$ cat config.mk
export PLATFORM = sky130hd
export DESIGN_NAME = output_stream_collector_flat
export DESIGN_NICKNAME = d
export VERILOG_FILES = /design/src/rtl/output_stream_collector_if.sv /design/src/rtl/output_stream_collector.sv /design/src/flat_wrapper.sv
export SDC_FILE = /design/constraint.sdc
export NUM_CORES = 1
export LEC_CHECK = 0
export CAP_MARGIN = 25
export CELL_PAD_IN_SITES_DETAIL_PLACEMENT = 0
export CELL_PAD_IN_SITES_GLOBAL_PLACEMENT = 1
export CORE_MARGIN = 10
export CORE_UTILIZATION = 45
export CTS_CLUSTER_SIZE = 28
export DETAILED_ROUTE_END_ITERATION = 16
export PLACE_DENSITY = 0.73
export RECOVER_POWER = 25
export REMOVE_ABC_BUFFERS = 1
export SLEW_MARGIN = 20
export SYNTH_ARGS = -nofsm -noshare
export SYNTH_HDL_FRONTEND = slang
export SYNTH_SLANG_ARGS = --single-unit
$ cat constraint.sdc
create_clock -name clk -period 27 [get_ports clk]
set_input_delay 6.75 -clock clk [delete_from_list [all_inputs] [get_ports clk]]
set_output_delay 6.75 -clock clk [all_outputs]
set_load 0.005 [all_outputs]
$ cat src/rtl/output_stream_collector_if.sv
// Host-side word stream of the output stream collector.
// The collector drives the master side; the host (or bench) uses the slave side.
interface output_stream_collector_if;
   logic [63:0] out_data;
   logic        out_valid;
   logic        out_ready;

   modport master (
      output out_data,
      output out_valid,
      input  out_ready
   );

   modport slave (
      input  out_data,
      input  out_valid,
      output out_ready
   );
endinterface

$ cat src/rtl/output_stream_collector.sv
// Output stream collector: timestamps activations of four monitor streams,
// queues them as records in a small FIFO and drains each record to the host
// as a header word, optionally followed by the 64-bit value of stream 0.
module output_stream_collector #(
   parameter int DEPTH = 8,
   parameter int TS_W  = 32
) (
   input  logic                     clk,
   input  logic                     rst,
   input  logic                     en,
   input  logic signed [63:0]       output_0,
   input  logic                     output_0_aktv,
   input  logic                     output_1,
   input  logic                     output_1_aktv,
   input  logic                     output_2,
   input  logic                     output_2_aktv,
   input  logic                     output_3,
   input  logic                     output_3_aktv,
   output_stream_collector_if.master host,
   output logic                     overflow,
   output logic [15:0]              drop_count,
   output logic [$clog2(DEPTH):0]   fifo_level
);

   localparam int AW = $clog2(DEPTH);
   localparam int LW = AW + 1;

   typedef struct packed {
      logic [TS_W-1:0] ts;
      logic [3:0]      mask;
      logic [2:0]      b;
      logic [63:0]     v0;
   } rec_t;

   typedef enum logic [1:0] {
      IDLE,
      HDR,
      VAL
   } state_t;

   rec_t            mem [DEPTH];
   rec_t            new_rec;
   rec_t            head;
   logic [AW-1:0]   wr_ptr;
   logic [AW-1:0]   rd_ptr;
   logic [LW-1:0]   count;
   logic [TS_W-1:0] ts;
   logic [3:0]      mask;
   logic            capture;
   logic            push;
   logic            drop;
   logic            pop;
   logic            remaining;
   state_t          state;
   state_t          state_next;
   logic [63:0]     data_c;
   logic            valid_c;

   assign mask    = {output_3_aktv, output_2_aktv, output_1_aktv, output_0_aktv};
   assign capture = en && (mask != 4'b0000);
   // Space is judged on the level before the edge, so a same-edge pop never makes room.
   assign push    = capture && (count != LW'(DEPTH));
   assign drop    = capture && (count == LW'(DEPTH));
   assign head    = mem[rd_ptr];
   // After the current pop, is anything left (including a record arriving this edge)?
   assign remaining = (count > LW'(1)) || push;

   assign fifo_level     = count;
   assign host.out_data  = data_c;
   assign host.out_valid = valid_c;

   // Assemble the record for this edge; inactive streams contribute zeros.
   always_comb begin
      new_rec.ts   = ts;
      new_rec.mask = mask;
      new_rec.b    = {output_3 & output_3_aktv, output_2 & output_2_aktv, output_1 & output_1_aktv};
      new_rec.v0   = output_0_aktv ? output_0 : 64'sd0;
   end

   // Record storage; contents need no reset because the pointers define validity.
   always_ff @(posedge clk) begin
      if (push) begin
         mem[wr_ptr] <= new_rec;
      end
   end

   // Timestamp, FIFO pointers/level and drop bookkeeping.
   always_ff @(posedge clk or posedge rst) begin
      if (rst) begin
         ts         <= '0;
         wr_ptr     <= '0;
         rd_ptr     <= '0;
         count      <= '0;
         overflow   <= 1'b0;
         drop_count <= 16'd0;
      end else begin
         if (en) begin
            ts <= ts + TS_W'(1);
         end
         if (push) begin
            wr_ptr <= wr_ptr + AW'(1);
         end
         if (pop) begin
            rd_ptr <= rd_ptr + AW'(1);
         end
         count <= count + LW'(push) - LW'(pop);
         if (drop) begin
            overflow <= 1'b1;
            if (drop_count != 16'hFFFF) begin
               drop_count <= drop_count + 16'd1;
            end
         end
      end
   end

   // Drain FSM state register.
   always_ff @(posedge clk or posedge rst) begin
      if (rst) begin
         state <= IDLE;
      end else begin
         state <= state_next;
      end
   end

   // Drain FSM next state and host word; the word comes straight from the FIFO head,
   // which cannot change until the record's final word handshakes.
   always_comb begin
      state_next = state;
      pop        = 1'b0;
      valid_c    = 1'b0;
      data_c     = 64'd0;
      case (state)
         IDLE: begin
            if (count != '0) begin
               state_next = HDR;
            end
         end
         HDR: begin
            valid_c = 1'b1;
            data_c  = {32'(head.ts), 21'd0, head.b, 4'd0, head.mask};
            if (host.out_ready) begin
               if (head.mask[0]) begin
                  state_next = VAL;
               end else begin
                  pop        = 1'b1;
                  state_next = remaining ? HDR : IDLE;
               end
            end
         end
         VAL: begin
            valid_c = 1'b1;
            data_c  = head.v0;
            if (host.out_ready) begin
               pop        = 1'b1;
               state_next = remaining ? HDR : IDLE;
            end
         end
         default: begin
            state_next = IDLE;
         end
      endcase
   end

endmodule

$ cat src/flat_wrapper.sv
// flat-port wrapper written by rule: the top's interface ports become plain ports
module output_stream_collector_flat 
#(
   parameter int DEPTH = 8,
   parameter int TS_W  = 32
)
  (clk, rst, en, output_0, output_0_aktv, output_1, output_1_aktv, output_2, output_2_aktv, output_3, output_3_aktv, overflow, drop_count, fifo_level, host_out_data, host_out_valid, host_out_ready);
  output_stream_collector_if host_i ();
  input  logic clk;
  input  logic rst;
  input  logic en;
  input  logic signed [63:0] output_0;
  input  logic output_0_aktv;
  input  logic output_1;
  input  logic output_1_aktv;
  input  logic output_2;
  input  logic output_2_aktv;
  input  logic output_3;
  input  logic output_3_aktv;
  output logic overflow;
  output logic [15:0] drop_count;
  output logic [$clog2(DEPTH):0] fifo_level;
  output wire logic [$bits(host_i.out_data)-1:0] host_out_data;
  output wire logic [$bits(host_i.out_valid)-1:0] host_out_valid;
  input wire logic [$bits(host_i.out_ready)-1:0] host_out_ready;
  assign host_out_data = host_i.out_data;
  assign host_out_valid = host_i.out_valid;
  assign host_i.out_ready = host_out_ready;
  output_stream_collector #(.DEPTH(DEPTH), .TS_W(TS_W)) u_core (.clk(clk), .rst(rst), .en(en), .output_0(output_0), .output_0_aktv(output_0_aktv), .output_1(output_1), .output_1_aktv(output_1_aktv), .output_2(output_2), .output_2_aktv(output_2_aktv), .output_3(output_3), .output_3_aktv(output_3_aktv), .host(host_i), .overflow(overflow), .drop_count(drop_count), .fifo_level(fifo_level));
endmodule
# Word-level counts from Yosys, hierarchy flattened
# Memory sizes are Yosys's and may differ from the RTL's.
# Index checks and enable logic that the tools add are counted.
[op_classes]
n_lt_le_gt_ge = 1
n_bitwise = 3
mux = 15
reduce_logical = 10
addsub = 6
n_eq_ne = 8
[ops]
columns = ["op", "count"]
rows = [
  ["64-bit case mux with 2 select lines", 1],
  ["64-bit two-way mux", 1],
  ["32-bit by 1-bit adder with 32-bit output, second input constant", 1],
  ["16-bit by 1-bit adder with 16-bit output, second input constant", 1],
  ["16-bit != test, second input constant", 1],
  ["2-bit two-way mux", 4],
  ["4-bit nonzero test", 2],
  ["1-bit two-way mux", 7],
  ["3-bit by 1-bit adder with 3-bit output, second input constant", 2],
  ["2-bit case mux with 3 select lines", 1],
  ["4-bit by 1-bit adder with 4-bit output", 1],
  ["4-bit equality test, second input constant", 1],
  ["4-bit by 1-bit > comparator with 1-bit output, second input constant", 1],
  ["2-bit != test, second input constant", 2],
  ["4-bit != test, second input constant", 1],
  ["4-bit by 1-bit subtractor with 4-bit output", 1],
  ["1-bit bitwise AND", 3],
  ["1-bit logical AND", 3],
  ["3-bit AND reduction", 1],
  ["2-bit by 1-bit equality test with 1-bit output, second input constant", 1],
  ["2-bit equality test, second input constant", 1],
  ["2-bit zero test", 1],
  ["2-bit by 1-bit != test with 1-bit output, second input constant", 1],
  ["1-bit case mux with 2 select lines", 1],
  ["3 further kinds", 3],
]
[word_totals]
mem_bits_rw = 824
regBits = 61
n_memories = 1
out_inout_bits = 86
[memory_table]
columns = ["name", "words", "word_bits", "read_ports", "rd_ports_with_merged_regs", "write_ports", "line_no", "rtl"]
rows = [
  ["u_core.mem", 8, 103, 1, 0, 1, "output_stream_collector.sv:41", "rec_t mem [DEPTH];"],
]

# Longest topological paths before layout
[depth]
word_depth = 8
mapped_depth = 11

# Least setup slack after synthesis
# Ideal clock, no wire load.
[synth_path]
path_type = "input to register"
start = "in en"
end = "mem u_core.mem[0][0] (netlist name) (enable)"
arrival_time_ns = 14.376
slack_ns = 11.933
setup_ns = 0.691
path_stages = 4
required_time_ns = 26.309
path_buffers = 1
path_cell_list = "buf_4 > o41ai_1 > or3_1 > nor3_1"
[synth_between]
elab_chain_cells = 4
[synth_lines]
columns = ["element", "line_no", "rtl"]
rows = [
  ["start, declared", "flat_wrapper.sv:11", "input logic en;"],
  ["1-bit logical AND", "output_stream_collector.sv:60", "assign capture = en && (mask != 4'b0000);"],
  ["1-bit logical AND", "output_stream_collector.sv:62", "assign push = capture && (count != LW'(DEPTH));"],
  ["1-bit two-way mux", "output_stream_collector.sv:82", "if (push) begin"],
  ["1-bit two-way mux (not written as such)", "output_stream_collector.sv:83", "mem[wr_ptr] <= new_rec;"],
  ["end, declared", "output_stream_collector.sv:41", ""],
]
# No other way between the ends.

# Final worst setup path
[layout_path]
start = "reg u_core.rd_ptr[0]"
end = "out host_out_data[32]"
[layout_between]
elab_chain_cells = 2
[layout_lines]
columns = ["element", "line_no", "rtl"]
rows = [
  ["start, declared", "output_stream_collector.sv:45", "logic [AW-1:0] rd_ptr;"],
  ["start signal, assigned", "output_stream_collector.sv:104", "rd_ptr <= rd_ptr + AW'(1);"],
  ["memory read 8 x 103 bit", "--", ""],
  ["64-bit case mux with 2 select lines", "output_stream_collector.sv:132", "case (state)"],
  ["end, declared", "flat_wrapper.sv:23", "output wire logic [$bits(host_i.out_data)-1:0] host_out_data;"],
]
# No other way between the ends.

==> results.sh <==
export IMPL_design_power_total_uw=3940
export IMPL_finalCriticalPeriod_ns=11.61
export IMPL_drt_total_wl_um=73300
export IMPL_clock_buffer_count_from_cts=91
export IMPL_ios=161
export IMPL_post_synth_top_area_fraction=0.714
export IMPL_vdd_ir_drop_worst_mv=0.0535
export IMPL_worst_endpoint_required_ns=20.25
export IMPL_final_layout_size_suffix_gt1_frac=0.203
export IMPL_route_detailed_wl_per_inst_um=24.7
export IMPL_combPwrFrac=0.236
export IMPL_postSynthAreaPerCell_um2=20.9
export IMPL_grt_setup_unrepaired="no"
export IMPL_dp_hpwl_um=39100
export IMPL_die_area_um2=88500
export IMPL_floorplan_initialDensity=0.455
export IMPL_htree_num_levels=3
export IMPL_detail_route_first_pass_iterations=5
export IMPL_critical_path_top_cell_by_count="sky130_fd_sc_hd__buf_4"
export IMPL_synth_flop_cell="sky130_fd_sc_hd__edfxtp_1"
export IMPL_antenna_violations_before_repair=3
export IMPL_post_cts_setup_buffers=0
export IMPL_worstPathBufferInverterCount=3
export IMPL_hold_buffers=0
export IMPL_worst_endpoint_arrival_ns=4.86
export IMPL_worst_path_max_delay_cell="sky130_fd_sc_hd__dfrtp_4"
export IMPL_count_of_inserted_antenna_diode_cells=0
export IMPL_core_area_um2=76200
export IMPL_critical_path_launch_point_type="register"
export IMPL_worst_r2r_setup_slack_ns=22.78
export IMPL_clock_buffer_depth=3
export IMPL_number_of_flops_mapped_to_enable_cells_by_yosys=824
export IMPL_fin_setup_tns_ns=0
export IMPL_max_capacitance_violation_total=2
export IMPL_globalRoute_totalOverflow=0
export IMPL_synth_simple_area_share=0.0387
export IMPL_max_slew_worst_pin_slew_ns=4.20
export IMPL_via_count=16600
export IMPL_syn_inst=1661
export IMPL_ys_seq_area_frac=0.758
export IMPL_std_cell_rows=101
export IMPL_count_of_antenna_violating_nets_left_after_detailed_routing=0
export IMPL_first_global_vias=18000
export IMPL_worst_setup_path_class="register to output port"
export IMPL_leakagePower_uw=0.0130
export IMPL_clock_latency_ns=0.63
export IMPL_post_synth_instance_area_um2=34700
export IMPL_synth_seq_cells=885
export IMPL_crit_chain="buf_4 -> buf_4 -> mux4_2 -> mux2i_1 -> o22ai_1 -> clkdlybuf4s50_1"
export IMPL_critical_path_peak_fanout=45
export IMPL_hold_violations=0
export IMPL_p_seq_frac=0.457
export IMPL_largest_net_degree_at_the_start_of_global_routing=75
export IMPL_swShare=0.271
export IMPL_synthesized_area_fraction_occupied_by_xor_and_xnor_cells=0.0121
export IMPL_finalSetupViolCount=0
export IMPL_fraction_of_synthesis_flops_using_an_asynchronous_set_or_reset_pin=0.0689
export IMPL_timing_critical_path_to_type="output port"
export IMPL_failed_checks="capacitance limit, slew limit"
export IMPL_dieHeight_um=298
export IMPL_internal_power_uw=2870
export IMPL_synth_mux_area_frac=0.158
export IMPL_drv_slew=135
export IMPL_yosysUniqueCellTypes=51
export IMPL_outcome="finished with violations"
export IMPL_cell_taking_the_most_area_after_synthesis="sky130_fd_sc_hd__edfxtp_1"
export IMPL_syn2layout_area_growth_pct=16.8
export IMPL_synth_fa_ha_area_frac=0.00599
export IMPL_max_slew_margin_rel=-1.80
export IMPL_cts_tree="yes"
export IMPL_finClkSkew_ns=0.0184
export IMPL_max_freq_mhz=86.1
export IMPL_cp_slowest_stage_delay_ns=0.99
export IMPL_portBuffers=160
export IMPL_final_min_period_over_clock_period=0.430
export IMPL_clock_sink_count=885
export IMPL_clk_transition_reported_paths_ns=0.06
export IMPL_combinational_family_with_the_most_area_after_synthesis="multiplexers"
export IMPL_compound_gate_fraction_of_synth_area=0.0151
export IMPL_grtUsageTotal=0.165
export IMPL_first_iter_violations=1387
export IMPL_global_route_wire_length_before_repair_um=112000
export IMPL_routed_via_density=5.60
export IMPL_clkPwrFrac=0.307
export IMPL_drc_errors=0
export IMPL_synth_area_leaders="sky130_fd_sc_hd__edfxtp_1 71%, sky130_fd_sc_hd__mux4_2 13%, sky130_fd_sc_hd__dfrtp_1 4.4%"
export IMPL_hold_worst_slack_ns=0.477
export IMPL_globalplace_congestion=0.720
export IMPL_finish_net_count=1960
export IMPL_timing_critical_path_max_delay_family="buffers and inverters"
export IMPL_power_switching_uw=1070
export IMPL_root_buffer_master="sky130_fd_sc_hd__clkbuf_16"
export IMPL_ys_warnings_count=0
export IMPL_die_width_um=298
export IMPL_worst_hold_path_type="register to register"
export IMPL_power_density_cell_area_nw_per_um2=97.2
export IMPL_cts_repair_resized=0
## layer usage
layer | part of all wire | GRT usage | vias to the layer above
li1 | - | - | 7244
met1 | 0.43 | 0.224 | 8831
met3 | 0.060 | 0.0301 | 88
met4 | 0.015 | 0.0410 | 2
met5 | 0.00015 | 0 | -
met2 | 0.50 | 0.273 | 484
## flip-flops by register name, summed over array words and instances (netlist names)
signal	flops
u_core.mem	824
u_core.ts	32
u_core.drop_count	16
u_core.fifo_level	4
u_core.rd_ptr	3
u_core.wr_ptr	3
u_core.state	2
u_core.overflow	1
## metrics by stage
stage          setup WS [ns]  utilization  cell area [um2]  std cells
6_report               15.39        0.531            40500       2974
5_1_grt                14.96        0.531            40500       2974
4_1_cts                15.15        0.531            40400       2971
3_5_place_dp           15.85        0.493            37600       2803
3_3_place_gp           15.85        0.492            37500       2800
2_1_floorplan          11.03            -            34300       1581
## logic make-up after synthesis
| kind of cell | Yosys count |
|---|---|
| flops | 885 |
| mux | 288 |
| simple gates | 243 |
| buf+inv | 97 |
| compound gates | 84 |
| xor+xnor | 48 |
| fa+ha+maj | 16 |
## cells in the mapped netlist, types with 2 or more instances
library cell	instances
sky130_fd_sc_hd__a21o_1	2
sky130_fd_sc_hd__a21oi_1	28
sky130_fd_sc_hd__a22o_1	2
sky130_fd_sc_hd__and2_1	69
sky130_fd_sc_hd__and3_1	6
sky130_fd_sc_hd__and4_1	5
sky130_fd_sc_hd__buf_1	13
sky130_fd_sc_hd__buf_2	28
sky130_fd_sc_hd__buf_4	8
sky130_fd_sc_hd__clkbuf_1	31
sky130_fd_sc_hd__dfrtp_1	61
sky130_fd_sc_hd__edfxtp_1	824
sky130_fd_sc_hd__ha_1	15
sky130_fd_sc_hd__inv_1	16
sky130_fd_sc_hd__mux2_2	4
sky130_fd_sc_hd__mux2i_1	77
sky130_fd_sc_hd__mux4_2	206
sky130_fd_sc_hd__nand2_1	76
sky130_fd_sc_hd__nand2b_1	4
sky130_fd_sc_hd__nand3_1	18
sky130_fd_sc_hd__nand4_1	14
sky130_fd_sc_hd__nand4_4	2
sky130_fd_sc_hd__nor2_1	19
sky130_fd_sc_hd__nor3_1	11
sky130_fd_sc_hd__nor4_1	4
sky130_fd_sc_hd__nor4_2	4
sky130_fd_sc_hd__nor4b_1	2
sky130_fd_sc_hd__o21bai_1	2
sky130_fd_sc_hd__o22ai_1	39
sky130_fd_sc_hd__o311ai_0	3
sky130_fd_sc_hd__o41ai_1	2
sky130_fd_sc_hd__xnor2_1	34
sky130_fd_sc_hd__xor2_1	14
## power groups by stage
stage / clock network, uW / logic, uW / registers, uW
CTS: 1230 / 937 / 1810
global route: 1290 / 1010 / 1820
detailed placement: 0 / 933 / 1840
global placement: 0 / 924 / 1830
finish: 1210 / 929 / 1800
floorplan: 0 / 708 / 1910
## placed cells by master (no fill, tap or decap), types with 15 or more instances in the layout
cell / n
sky130_fd_sc_hd__clkbuf_16: 91
sky130_fd_sc_hd__buf_4: 28
sky130_fd_sc_hd__edfxtp_1: 824
sky130_fd_sc_hd__and2_1: 53
sky130_fd_sc_hd__dfrtp_1: 58
sky130_fd_sc_hd__clkinv_1: 21
sky130_fd_sc_hd__mux2i_1: 77
sky130_fd_sc_hd__mux4_2: 206
sky130_fd_sc_hd__nand2_1: 74
sky130_fd_sc_hd__a21oi_1: 28
sky130_fd_sc_hd__and2_0: 16
sky130_fd_sc_hd__o22ai_1: 39
sky130_fd_sc_hd__nand4_1: 15
sky130_fd_sc_hd__clkdlybuf4s50_1: 153
sky130_fd_sc_hd__nand3_1: 18
sky130_fd_sc_hd__xnor2_1: 34
sky130_fd_sc_hd__ha_1: 15
sky130_fd_sc_hd__inv_1: 16
sky130_fd_sc_hd__clkbuf_1: 24
## path summary, 6_finish.rpt
check / start / to / cells after the start
max in group asynchronous: rst / u_core.rd_ptr[1] / 3
hold / removal: u_core.overflow / u_core.overflow / 1
setup reg to reg: u_core.rd_ptr[0] / u_core.fifo_level[3] / 10
hold reg to reg: u_core.overflow / u_core.overflow / 1
min in group asynchronous: rst / u_core.ts[28] / 3
setup / recovery: u_core.rd_ptr[0] / host_out_data[32] / 6
## cell type report
cell class	instances	area [um2]
clock inverters	54	509
inverters	17	68.8
repair buffers	195	1940
clock buffers	114	2380
fillers	5851	35700
well taps	1030	1290
multi-input cells	679	8030
flip-flops and latches	885	26300
Power figures use the tool's default switching activity.
